<file path="src/rtl/cache_mem_arbiter_pkg.sv">
`default_nettype none
// ============================================================================
// Module      : arb_types (package)
// Description : Shared state and requester encodings for the cache/memory
//               line arbiter.
// Revision    : 1.0 - initial release
// ============================================================================
package arb_types;

    typedef enum logic [1:0] {
        arb_idle_s   = 2'd0,
        arb_icache_s = 2'd1,
        arb_dcache_s = 2'd2
    } arb_state_t;

    typedef enum logic {
        REQ_ICACHE = 1'b0,
        REQ_DCACHE = 1'b1
    } requester_t;

endpackage
`default_nettype wire

</file>
<file path="src/rtl/cache_mem_arbiter_rr_pick2.sv">
`default_nettype none
// ============================================================================
// Module      : rr_pick2
// Description : Combinational two-way round-robin select. On a tie the
//               requester that did not win last time is chosen.
// Revision    : 1.0 - initial release
// ============================================================================
module rr_pick2 (
    input  logic i_req_i,
    input  logic i_req_d,
    input  logic i_last_d,
    output logic o_valid,
    output logic o_pick_d
);

    always_comb begin
        o_valid  = i_req_i | i_req_d;
        o_pick_d = 1'b0;
        if (i_req_i && i_req_d) begin
            o_pick_d = ~i_last_d;
        end else if (i_req_d) begin
            o_pick_d = 1'b1;
        end
    end

endmodule
`default_nettype wire

</file>
<file path="src/rtl/cache_mem_arbiter.sv">
`default_nettype none
// ============================================================================
// Module      : cache_mem_arbiter
// Description : Shares one line-wide memory port between the icache and the
//               dcache, one line transaction at a time, round-robin on ties.
// Revision    : 1.0 - initial release
// ============================================================================
module cache_mem_arbiter
    import arb_types::*;
#(
    parameter int LINE_WIDTH = 256,
    parameter int ADDR_WIDTH = 32
) (
    input  logic                  clk,
    input  logic                  rst,

    input  logic [ADDR_WIDTH-1:0] i_addr,
    input  logic                  i_read,
    output logic [LINE_WIDTH-1:0] i_rdata,
    output logic                  i_resp,

    input  logic [ADDR_WIDTH-1:0] d_addr,
    input  logic                  d_read,
    input  logic                  d_write,
    input  logic [LINE_WIDTH-1:0] d_wdata,
    output logic [LINE_WIDTH-1:0] d_rdata,
    output logic                  d_resp,

    output logic [ADDR_WIDTH-1:0] mem_addr,
    output logic                  mem_read,
    output logic                  mem_write,
    output logic [LINE_WIDTH-1:0] mem_wdata,
    input  logic [LINE_WIDTH-1:0] mem_rdata,
    input  logic                  mem_resp
);

    arb_state_t r_state;
    requester_t r_last_grant;

    logic w_grant_valid;
    logic w_grant_d;

    rr_pick2 u_pick (
        .i_req_i  (i_read),
        .i_req_d  (d_read | d_write),
        .i_last_d (r_last_grant == REQ_DCACHE),
        .o_valid  (w_grant_valid),
        .o_pick_d (w_grant_d)
    );

    always_ff @(posedge clk) begin
        if (!rst) begin
            r_state      <= arb_idle_s;
            r_last_grant <= REQ_DCACHE;
            mem_addr     <= '0;
            mem_read     <= 1'b0;
            mem_write    <= 1'b0;
            mem_wdata    <= '0;
        end else begin
            case (r_state)
                arb_idle_s: begin
                    mem_read  <= 1'b0;
                    mem_write <= 1'b0;
                    if (w_grant_valid) begin
                        if (w_grant_d) begin
                            r_state      <= arb_dcache_s;
                            r_last_grant <= REQ_DCACHE;
                            mem_addr     <= d_addr;
                            // An illegal read+write request is served as the writeback.
                            mem_read     <= ~d_write;
                            mem_write    <= d_write;
                            if (d_write) begin
                                mem_wdata <= d_wdata;
                            end
                        end else begin
                            r_state      <= arb_icache_s;
                            r_last_grant <= REQ_ICACHE;
                            mem_addr     <= i_addr;
                            mem_read     <= 1'b1;
                            mem_write    <= 1'b0;
                        end
                    end
                end
                arb_icache_s, arb_dcache_s: begin
                    if (mem_resp) begin
                        r_state   <= arb_idle_s;
                        mem_read  <= 1'b0;
                        mem_write <= 1'b0;
                    end
                end
                default: begin
                    r_state   <= arb_idle_s;
                    mem_read  <= 1'b0;
                    mem_write <= 1'b0;
                end
            endcase
        end
    end

    // Completion is routed straight from memory so the cache sees it in the same cycle.
    assign i_resp  = (r_state == arb_icache_s) && mem_resp;
    assign d_resp  = (r_state == arb_dcache_s) && mem_resp;
    assign i_rdata = i_resp ? mem_rdata : {LINE_WIDTH{1'bx}};
    assign d_rdata = d_resp ? mem_rdata : {LINE_WIDTH{1'bx}};

    a_dcache_rw_exclusive: assert property (@(posedge clk) disable iff (!rst)
        !(d_read && d_write));
    a_no_resp_in_idle: assert property (@(posedge clk) disable iff (!rst)
        !(mem_resp && (r_state == arb_idle_s)));

endmodule
`default_nettype wire

</file>
<file path="config.mk">
export PLATFORM = sky130hd
export DESIGN_NAME = cache_mem_arbiter
export DESIGN_NICKNAME = d
export VERILOG_FILES = /design/src/rtl/cache_mem_arbiter_pkg.sv /design/src/rtl/cache_mem_arbiter_rr_pick2.sv /design/src/rtl/cache_mem_arbiter.sv
export SDC_FILE = /design/constraint.sdc
export NUM_CORES = 1
export LEC_CHECK = 0
export BUFFER_PORTS_ARGS = -buffer_cell sky130_fd_sc_hd__buf_2
export CAP_MARGIN = 30
export CELL_PAD_IN_SITES_DETAIL_PLACEMENT = 1
export CELL_PAD_IN_SITES_GLOBAL_PLACEMENT = 2
export CORE_AREA = 3 3 545 547
export DETAILED_ROUTE_END_ITERATION = 10
export DIE_AREA = 0 0 548 550
export HOLD_SLACK_MARGIN = 0.08
export PLACE_DENSITY_LB_ADDON = 0.1
export SLEW_MARGIN = 15
export SYNTH_ARGS = -nofsm -noshare
export SYNTH_HDL_FRONTEND = slang
export SYNTH_SLANG_ARGS = --single-unit
</file>
<file path="constraint.sdc">
create_clock -name clk -period 3.05 [get_ports clk]
set_input_delay 0.61 -clock clk [delete_from_list [all_inputs] [get_ports clk]]
set_output_delay 0.61 -clock clk [all_outputs]
set_load 0.01 [all_outputs]
</file>
=== Word level (Yosys, flattened, before mapping) ===
Index checks and enable logic that the tools add are counted.

* Register bits after elaboration: 293
* Input port bits: 582
* Output and inout port bits: 804

* Equality and inequality tests: 4
* Mux-type cells: 17
* Bitwise operators: 4
* Reduce and logical (&&, ||, !) cells: 8

{| class="wikitable"
|+ Operators by type and width
! cell !! number
|-
| $mux 256 || 2
|-
| $mux 32 || 1
|-
| $mux 1 || 8
|-
| $mux 2 || 3
|-
| $pmux 1 s2 || 2
|-
| $pmux 2 s2 || 1
|-
| $reduce_and 2->1 || 2
|-
| $reduce_and 4->1 || 1
|-
| $logic_and 1x1->1 || 3
|-
| $eq 2x1->1 const B || 1
|-
| $eq 2x2->1 const B || 1
|-
| $logic_not 2->1 || 1
|-
| $ne 2x1->1 const B || 1
|-
| $ne 2x2->1 const B || 1
|-
| $not 1->1 || 2
|-
| $or 1x1->1 || 2
|-
| $reduce_or 2->1 || 1
|}

=== Depth between registers and ports, before layout ===
Gate-level depths: netlist of run 1.

* Depth after elaboration: 6
* Mapped depth: 8
* Gate-level depth less buffers: 5

=== Cells and area by module ===
A second synthesis of run 1 with hierarchy kept.

* Cell total of the unflattened synthesis: 1,827
* Area total of the unflattened synthesis: 15,294.7 sq um

{| class="wikitable"
|+ Modules (own cells, without submodules)
! module !! times used !! cells an instance !! area an instance (sq um)
|-
| cache_mem_arbiter || 1 || 1,825 || 15,280.9
|-
| rr_pick2 || 1 || 2 || 13.8
|}

=== Worst setup path before layout of run 1 ===
OpenSTA, ideal clock, no wires.

* Kind: input -> register
* Start point: input i_read
* End point: register mem_wdata[235]
* Setup time: 0.132 ns
* Data arrival time: 1.506 ns
* Required time: 2.918 ns
* Slack: 1.412 ns
* Cell stages on the path: 6
* Cells stage by stage: buf_2 a21bo_4 buf_4 clkbuf_1 o21ai_0 a21oi_1

* Word-level cells in the longest chain between the ends: 3
* Elaborated cells between the ends (all ways): 4

{| class="wikitable"
|+ Ends and longest elaborated chain
! what !! RTL line !! text
|-
| from (decl) || cache_mem_arbiter.sv:18 || <nowiki>input logic i_read,</nowiki>
|-
| $logic_and 1x1->1 || cache_mem_arbiter_rr_pick2.sv:19 || <nowiki>if (i_req_i && i_req_d) begin</nowiki>
|-
| $mux 1 || cache_mem_arbiter_rr_pick2.sv:19 ||
|-
| $reduce_and 4->1 (no source line) * || - ||
|-
| to (signal assigned) || cache_mem_arbiter.sv:73 || <nowiki>mem_wdata <= d_wdata;</nowiki>
|-
| to (decl) || cache_mem_arbiter.sv:32 || <nowiki>output logic [LINE_WIDTH-1:0] mem_wdata,</nowiki>
|}

Mark *: on every way between the ends. The rest lies on a longest branch, timed or not.
A chain may end at the register's enable or synchronous reset.

=== Final worst setup path of run 1 ===
* Start point: register r_state[0]
* End point: register mem_addr[3]

* Word-level cells in the longest chain between the ends: 2

{| class="wikitable"
|+ Ends and longest elaborated chain
! what !! RTL line !! text
|-
| from (decl) || cache_mem_arbiter.sv:37 || <nowiki>arb_state_t r_state;</nowiki>
|-
| from (signal assigned) || cache_mem_arbiter.sv:53 || <nowiki>r_state <= arb_idle_s;</nowiki>
|-
| from (signal assigned) || cache_mem_arbiter.sv:66 || <nowiki>r_state <= arb_dcache_s;</nowiki>
|-
| from (signal assigned) || cache_mem_arbiter.sv:76 || <nowiki>r_state <= arb_icache_s;</nowiki>
|-
| $logic_not 2->1 || cache_mem_arbiter.sv:60 || <nowiki>case (r_state)</nowiki>
|-
| $reduce_and 2->1 (no source line) || - ||
|-
| to (signal assigned) || cache_mem_arbiter.sv:68 || <nowiki>mem_addr <= d_addr;</nowiki>
|-
| to (signal assigned) || cache_mem_arbiter.sv:78 || <nowiki>mem_addr <= i_addr;</nowiki>
|-
| to (decl) || cache_mem_arbiter.sv:29 || <nowiki>output logic [ADDR_WIDTH-1:0] mem_addr,</nowiki>
|}

Every way passes these cells.

==> results of run 1 <==
-- flip-flops by register name, indices dropped and copies added, names as in the netlist --
signal        cells
mem_write         1
r_last_grant      1
mem_read          1
r_state           2
mem_addr         32
mem_wdata       256
-- cell usage in the layout, fill, tap and decap left out, types with 2 or more instances in the layout --
cell type,Yosys,routed
inv_1,3,3
buf_4,538,35
a21oi_1,259,259
and2_1,2,2
nand3_1,259,259
inv_8,0,2
a31oi_1,32,32
diode_2,0,16
clkinvlp_4,0,2
o21ai_0,275,275
o21ai_1,13,13
nand2_1,67,67
clkbuf_8,0,10
buf_2,21,617
buf_12,0,27
clkbuf_16,0,56
dlygate4sd3_1,0,175
ha_1,3,2
clkbuf_1,104,11
clkinv_2,0,9
dfxtp_1,293,293
-- metal layers --
metal | wire (um) | track usage
met2 | 46700 | 0.107
met4 | 4590 | 0.0301
met1 | 45900 | 0.0824
met3 | 10400 | 0.0297
met5 | 90 | 0
-- per-stage QoR --
step	area [sq um]	instances	utilization	total power (uW)	hold slack [ns]
finish	22900	6100	0.0781	14500	0.193
global route	22800	6088	0.0780	15700	0.128
CTS	22800	6084	0.0779	15300	0.0802
detailed placement	19400	5818	0.0662	8360	0.459
global placement	19400	5818	0.0662	8420	0.464
floorplan	15100	1891	-	6790	0.466
-- logic make-up after synthesis --
logic type / share of synthesized area
buffers and inverters: 0.304
AO/OA/AOI/OAI: 0.200
AND/OR/NAND/NOR: 0.105
flip-flops: 0.389
adder cells (fa/ha/maj): 0.00249
-- power by group --
part / internal [uW] / switching [uW] / leakage (uW)
registers: 4260 / 252 / 0.00240
clock network: 3630 / 2610 / 0.000836
logic: 1240 / 2510 / 0.00505
total: 9130 / 5370 / 0.00828
-- worst paths after layout --
kind,startpoint,end,slack (ns)
setup / recovery,r_state[0]$_SDFFE_PN0P_,mem_addr[3]$_SDFFE_PN0P_,0.68
hold / removal,d_wdata[248],mem_wdata[248]$_SDFFE_PN0P_,0.19
hold reg to reg,mem_write$_SDFFE_PN0P_,mem_write$_SDFFE_PN0P_,0.46
setup reg to reg,r_state[0]$_SDFFE_PN0P_,mem_addr[3]$_SDFFE_PN0P_,0.68
-- critical path, stage by stage (launching register included) --
cell	delay [ns]
dfxtp_1	0.33
inv_1	0.13
ha_4	0.45
o31a_2	0.26
buf_12	0.27
o21ai_0	0.12
a31oi_1	0.17
dlygate4sd3_1	0.56
-- final cells by class --
cell class                      count  area (sq um)
Clock buffer                       77          1580
Timing Repair Buffer              854          5640
Antenna cell                       16          40.0
Clock inverter                     14           115
Fill cell                       35000        270000
Sequential cell                   293          5870
Inverter                            5          33.8
Multi-Input combinational cell    922          4700
Tap cell                         3919          4900
==> flow_summary.yaml, run 1 <==
run_status:
  status: "complete, no violations"
routing:
  wl_per_cell_um: 17.7
  first_iter_violations: 461
  drc: 0
  drt-total-wl_um: 108000
  ant_nets: 0
  viasPerCell: 2.31
  vias: 14100
  drt_pass1_iterations: 4
setup_path:
  cp-end-kind: "flip-flop"
  crit_arrival_ns: 3.00
  required_ns: 3.68
  cp-start-kind: "flip-flop"
  r2r_cells: 7
  crit_type: "flip-flop to flip-flop"
  crit_fanout: 66
min_path:
  min_path_type: "input pin to flip-flop"
  min_path_cells: 3
final_layout:
  drive_above_1_share: 0.354
  fin_nets: 2716
  area_growth_pct: 51.6
global_routing:
  antenna_found_initial: 59
  grt_max_degree: 89
  track_usage: 0.0689
  first_global_vias: 15900
  grt_first_pass_wirelength_um: 144000
  grt_overflow_total: 0
clock_network:
  cts_root_buffer: "clkbuf_16"
  clk_pin_slew_ns: 0.05
  post_cts_buffers: 0
  cts_htree_levels: 2
  clockBufferDepth: 3
  cts_resized: 0
  hold_buffers: 175
  cts_sinks: 293
  numCtsBuffers: 55
  insertion_delay_ns: 0.70
  cts_tree: "built"
synthesis:
  synth_edf_count: 0
  synth-seq-cells: 293
  synth_common_cells: "buf_4, dfxtp_1, o21ai_0"
  synth_area_leaders: "dfxtp_1, buf_4, o21ai_0"
  yosysTopAreaCell: "dfxtp_1"
  syn_nets: 2476
  yosysWarnings: 0
  synth_most_common_cell: "buf_4"
  ys.flop_type: "dfxtp_1"
  synthCells: 1891
  async_flop_share: 0
  ys_types: 27
  yosysSeqAreaShare: 0.389
  syn_area_per_cell_sq_um: 7.98
  syn_area_sq_mm: 0.0151
  yosysTopAreaCellShare: 0.389
sta:
  finalMaxSlewViolations: 0
  setup_viol: 0
  skew_ns: 0.0310
  tns_ns: 0
  worst-slew-pin-transition_ns: 0.713
  rsz0062_at_grt: "no"
  final.setup.worst_slack_ns: 0.679
  fin_crit_sh: 0.777
  hold_viol_final: 0
  fin_crit_ns: 2.37
  slew_headroom: 0.525
  max_freq_mhz: 422
pwr:
  power_density_mw_per_mm2: 634
  ir_drop_mv: 0.428
  p_leak_uw: 0.00828
die:
  num_io_pins: 1386
  fp.dieH_um: 550
  die_area_sq_mm: 0.301
  design.core.area_sq_mm: 0.293
  initial_core_util: 0.0515
  fp-row-count: 199
  fp.dieW_um: 548
placement:
  port_buffers: 617
  post-dp-hpwl_um: 80500
  place_congestion: 0.645
  pre_cts_slack_ns: 0.736
run:
  maxCapViolations: 0
(Power assumes the default switching activity.)
==> run 2, diff against run 1 <==
--- a/config.mk
+++ b/config.mk
@@ -9,9 +9,9 @@
 export CAP_MARGIN = 30
 export CELL_PAD_IN_SITES_DETAIL_PLACEMENT = 1
 export CELL_PAD_IN_SITES_GLOBAL_PLACEMENT = 2
-export CORE_AREA = 3 3 545 547
+export CORE_AREA = 3 3 543 545
 export DETAILED_ROUTE_END_ITERATION = 10
-export DIE_AREA = 0 0 548 550
+export DIE_AREA = 0 0 546 548
 export HOLD_SLACK_MARGIN = 0.08
 export PLACE_DENSITY_LB_ADDON = 0.1
 export SLEW_MARGIN = 15
==> constraint.sdc (replaced) <==
create_clock -name clk -period 2.3 [get_ports clk]
set_input_delay 0.46 -clock clk [delete_from_list [all_inputs] [get_ports clk]]
set_output_delay 0.46 -clock clk [all_outputs]
set_load 0.01 [all_outputs]
==> flow_summary.yaml, run 2 (synthesis gave the netlist of run 1 again) <==
run_status:
  status: "complete, no violations"
sta:
  setup_viol: 0
  rsz0062_at_grt: "yes"
  hold_viol_final: 0
  final.setup.worst_slack_ns: 0.161
  fin_crit_sh: 0.930
  skew_ns: 0.0341
  slew_headroom: 0.594
  finalMaxSlewViolations: 0
  worst-slew-pin-transition_ns: 0.609
  fin_crit_ns: 2.14
  max_freq_mhz: 467
die:
  fp.dieH_um: 548
  die_area_sq_mm: 0.299
  design.core.area_sq_mm: 0.291
  fp-row-count: 198
  fp.dieW_um: 546
  num_io_pins: 1386
  initial_core_util: 0.0519
clock_network:
  clockBufferDepth: 3
  cts_root_buffer: "clkbuf_16"
  clk_pin_slew_ns: 0.05
  cts_tree: "built"
  insertion_delay_ns: 0.68
  cts_htree_levels: 2
  numCtsBuffers: 54
  cts_sinks: 293
  post_cts_buffers: 0
final_layout:
  area_growth_pct: 62.0
  largest_reg_flops: 256
  multi_input_area_sq_mm: 0.00470
  top_regs: "mem_wdata (256), mem_addr (32), r_state (2)"
  fin_util: 0.0841
  top_register: "mem_wdata"
  fill_cells: 34600
  seqCellArea_sq_mm: 0.00587
  drive_above_1_share: 0.338
  layout_commonest_cell: "buf_2"
  mostFrequentLayoutCells: "buf_2, dlygate4sd3_1, dfxtp_1, o21ai_0"
  fin_nets: 2885
placement:
  port_buffers: 617
  post-dp-hpwl_um: 86000
  pre_cts_slack_ns: 0.304
  place_congestion: 0.640
setup_path:
  required_ns: 1.84
  crit_arrival_ns: 1.68
  slowest_stage: "dfxtp_1"
  cp-start-kind: "flip-flop"
  critPathBufInv: 2
  crit_type: "flip-flop to primary output"
  slowest_delay_ns: 0.32
  crit_fanout: 3
  cp-end-kind: "primary output"
  crit_chain: "inv_1, ha_2, and2_1, buf_2"
  critPathTopFamily: "flip-flops"
routing:
  drt_pass1_iterations: 4
  ant_nets: 0
  first_iter_violations: 345
  viasPerCell: 2.35
  drt-total-wl_um: 113000
  wl_per_cell_um: 18.2
  drc: 0
  vias: 14700
min_path:
  min_path_type: "input pin to flip-flop"
global_routing:
  track_usage: 0.0722
  grt_max_degree: 65
  first_global_vias: 16400
  grt_first_pass_wirelength_um: 151000
  antenna_found_initial: 25
  grt_overflow_total: 0
run:
  maxCapViolations: 0
pwr:
  power_density_mw_per_mm2: 800
  p_total_uw: 19600
  ir_drop_mv: 0.508
  p_leak_uw: 0.00902
run 2: where the power goes:
part	total, uW	switching, uW	internal, uW
registers	5960	313	5640
logic	5750	3630	2120
clock network	7850	3350	4500
total	19600	7290	12300
run 2: per-layer routing:
layer	part of all wire	global-route usage
met5	0.00062	0
met4	0.037	0.0287
met3	0.096	0.0311
met2	0.45	0.115
met1	0.42	0.0850
run 2: repair_timing:
| item | CTS | global route |
|---|---|---|
| endpoints found under the setup margin | 2 | 25 |
| resized for setup | 2 | 1 |
| endpoints found under the hold margin | 287 | 0 |
| cloned | 0 | 1 |
| hold buffers | 314 | 0 |
run 2: stage by stage:
step                      area, sq um  hold slack (ns)  instances  setup TNS, ns
after global placement          19700            0.463       5829              0
after CTS                       24400           0.0851       6233        -0.0473
final                           24400            0.177       6245              0
after global routing            24400            0.118       6239        -0.0444
after floorplan                 15100            0.466       1891              0
after detailed placement        19700            0.465       5829              0
run 2: tightest hold or removal path, cell delays in order:
cell and delay, ns:
buf_2 0.12, nand3_1 0.13, a21oi_1 0.08
run 2: path summary, 6_finish.rpt:
check | depth (start not counted) | from | slack [ns] | endpoint
hold / removal | 3 | d_wdata[9] | 0.18 | mem_wdata[9]$_SDFFE_PN0P_
hold reg to reg | 2 | mem_wdata[96]$_SDFFE_PN0P_ | 0.47 | mem_wdata[96]$_SDFFE_PN0P_
setup / recovery | 4 | r_state[0]$_SDFFE_PN0P_ | 0.16 | d_resp
setup reg to reg | 7 | r_state[0]$_SDFFE_PN0P_ | 0.21 | mem_addr[23]$_SDFFE_PN0P_
run 2: final cells by class:
class | count | area share
Multi-Input combinational cell | 922 | 0.192
Sequential cell | 293 | 0.240
Inverter | 5 | 0.00138
Timing Repair Buffer | 1024 | 0.301
Clock buffer | 82 | 0.0624
Antenna cell | 11 | 0.00113
Tap cell | 3900 | 0.200
Clock inverter | 8 | 0.00241
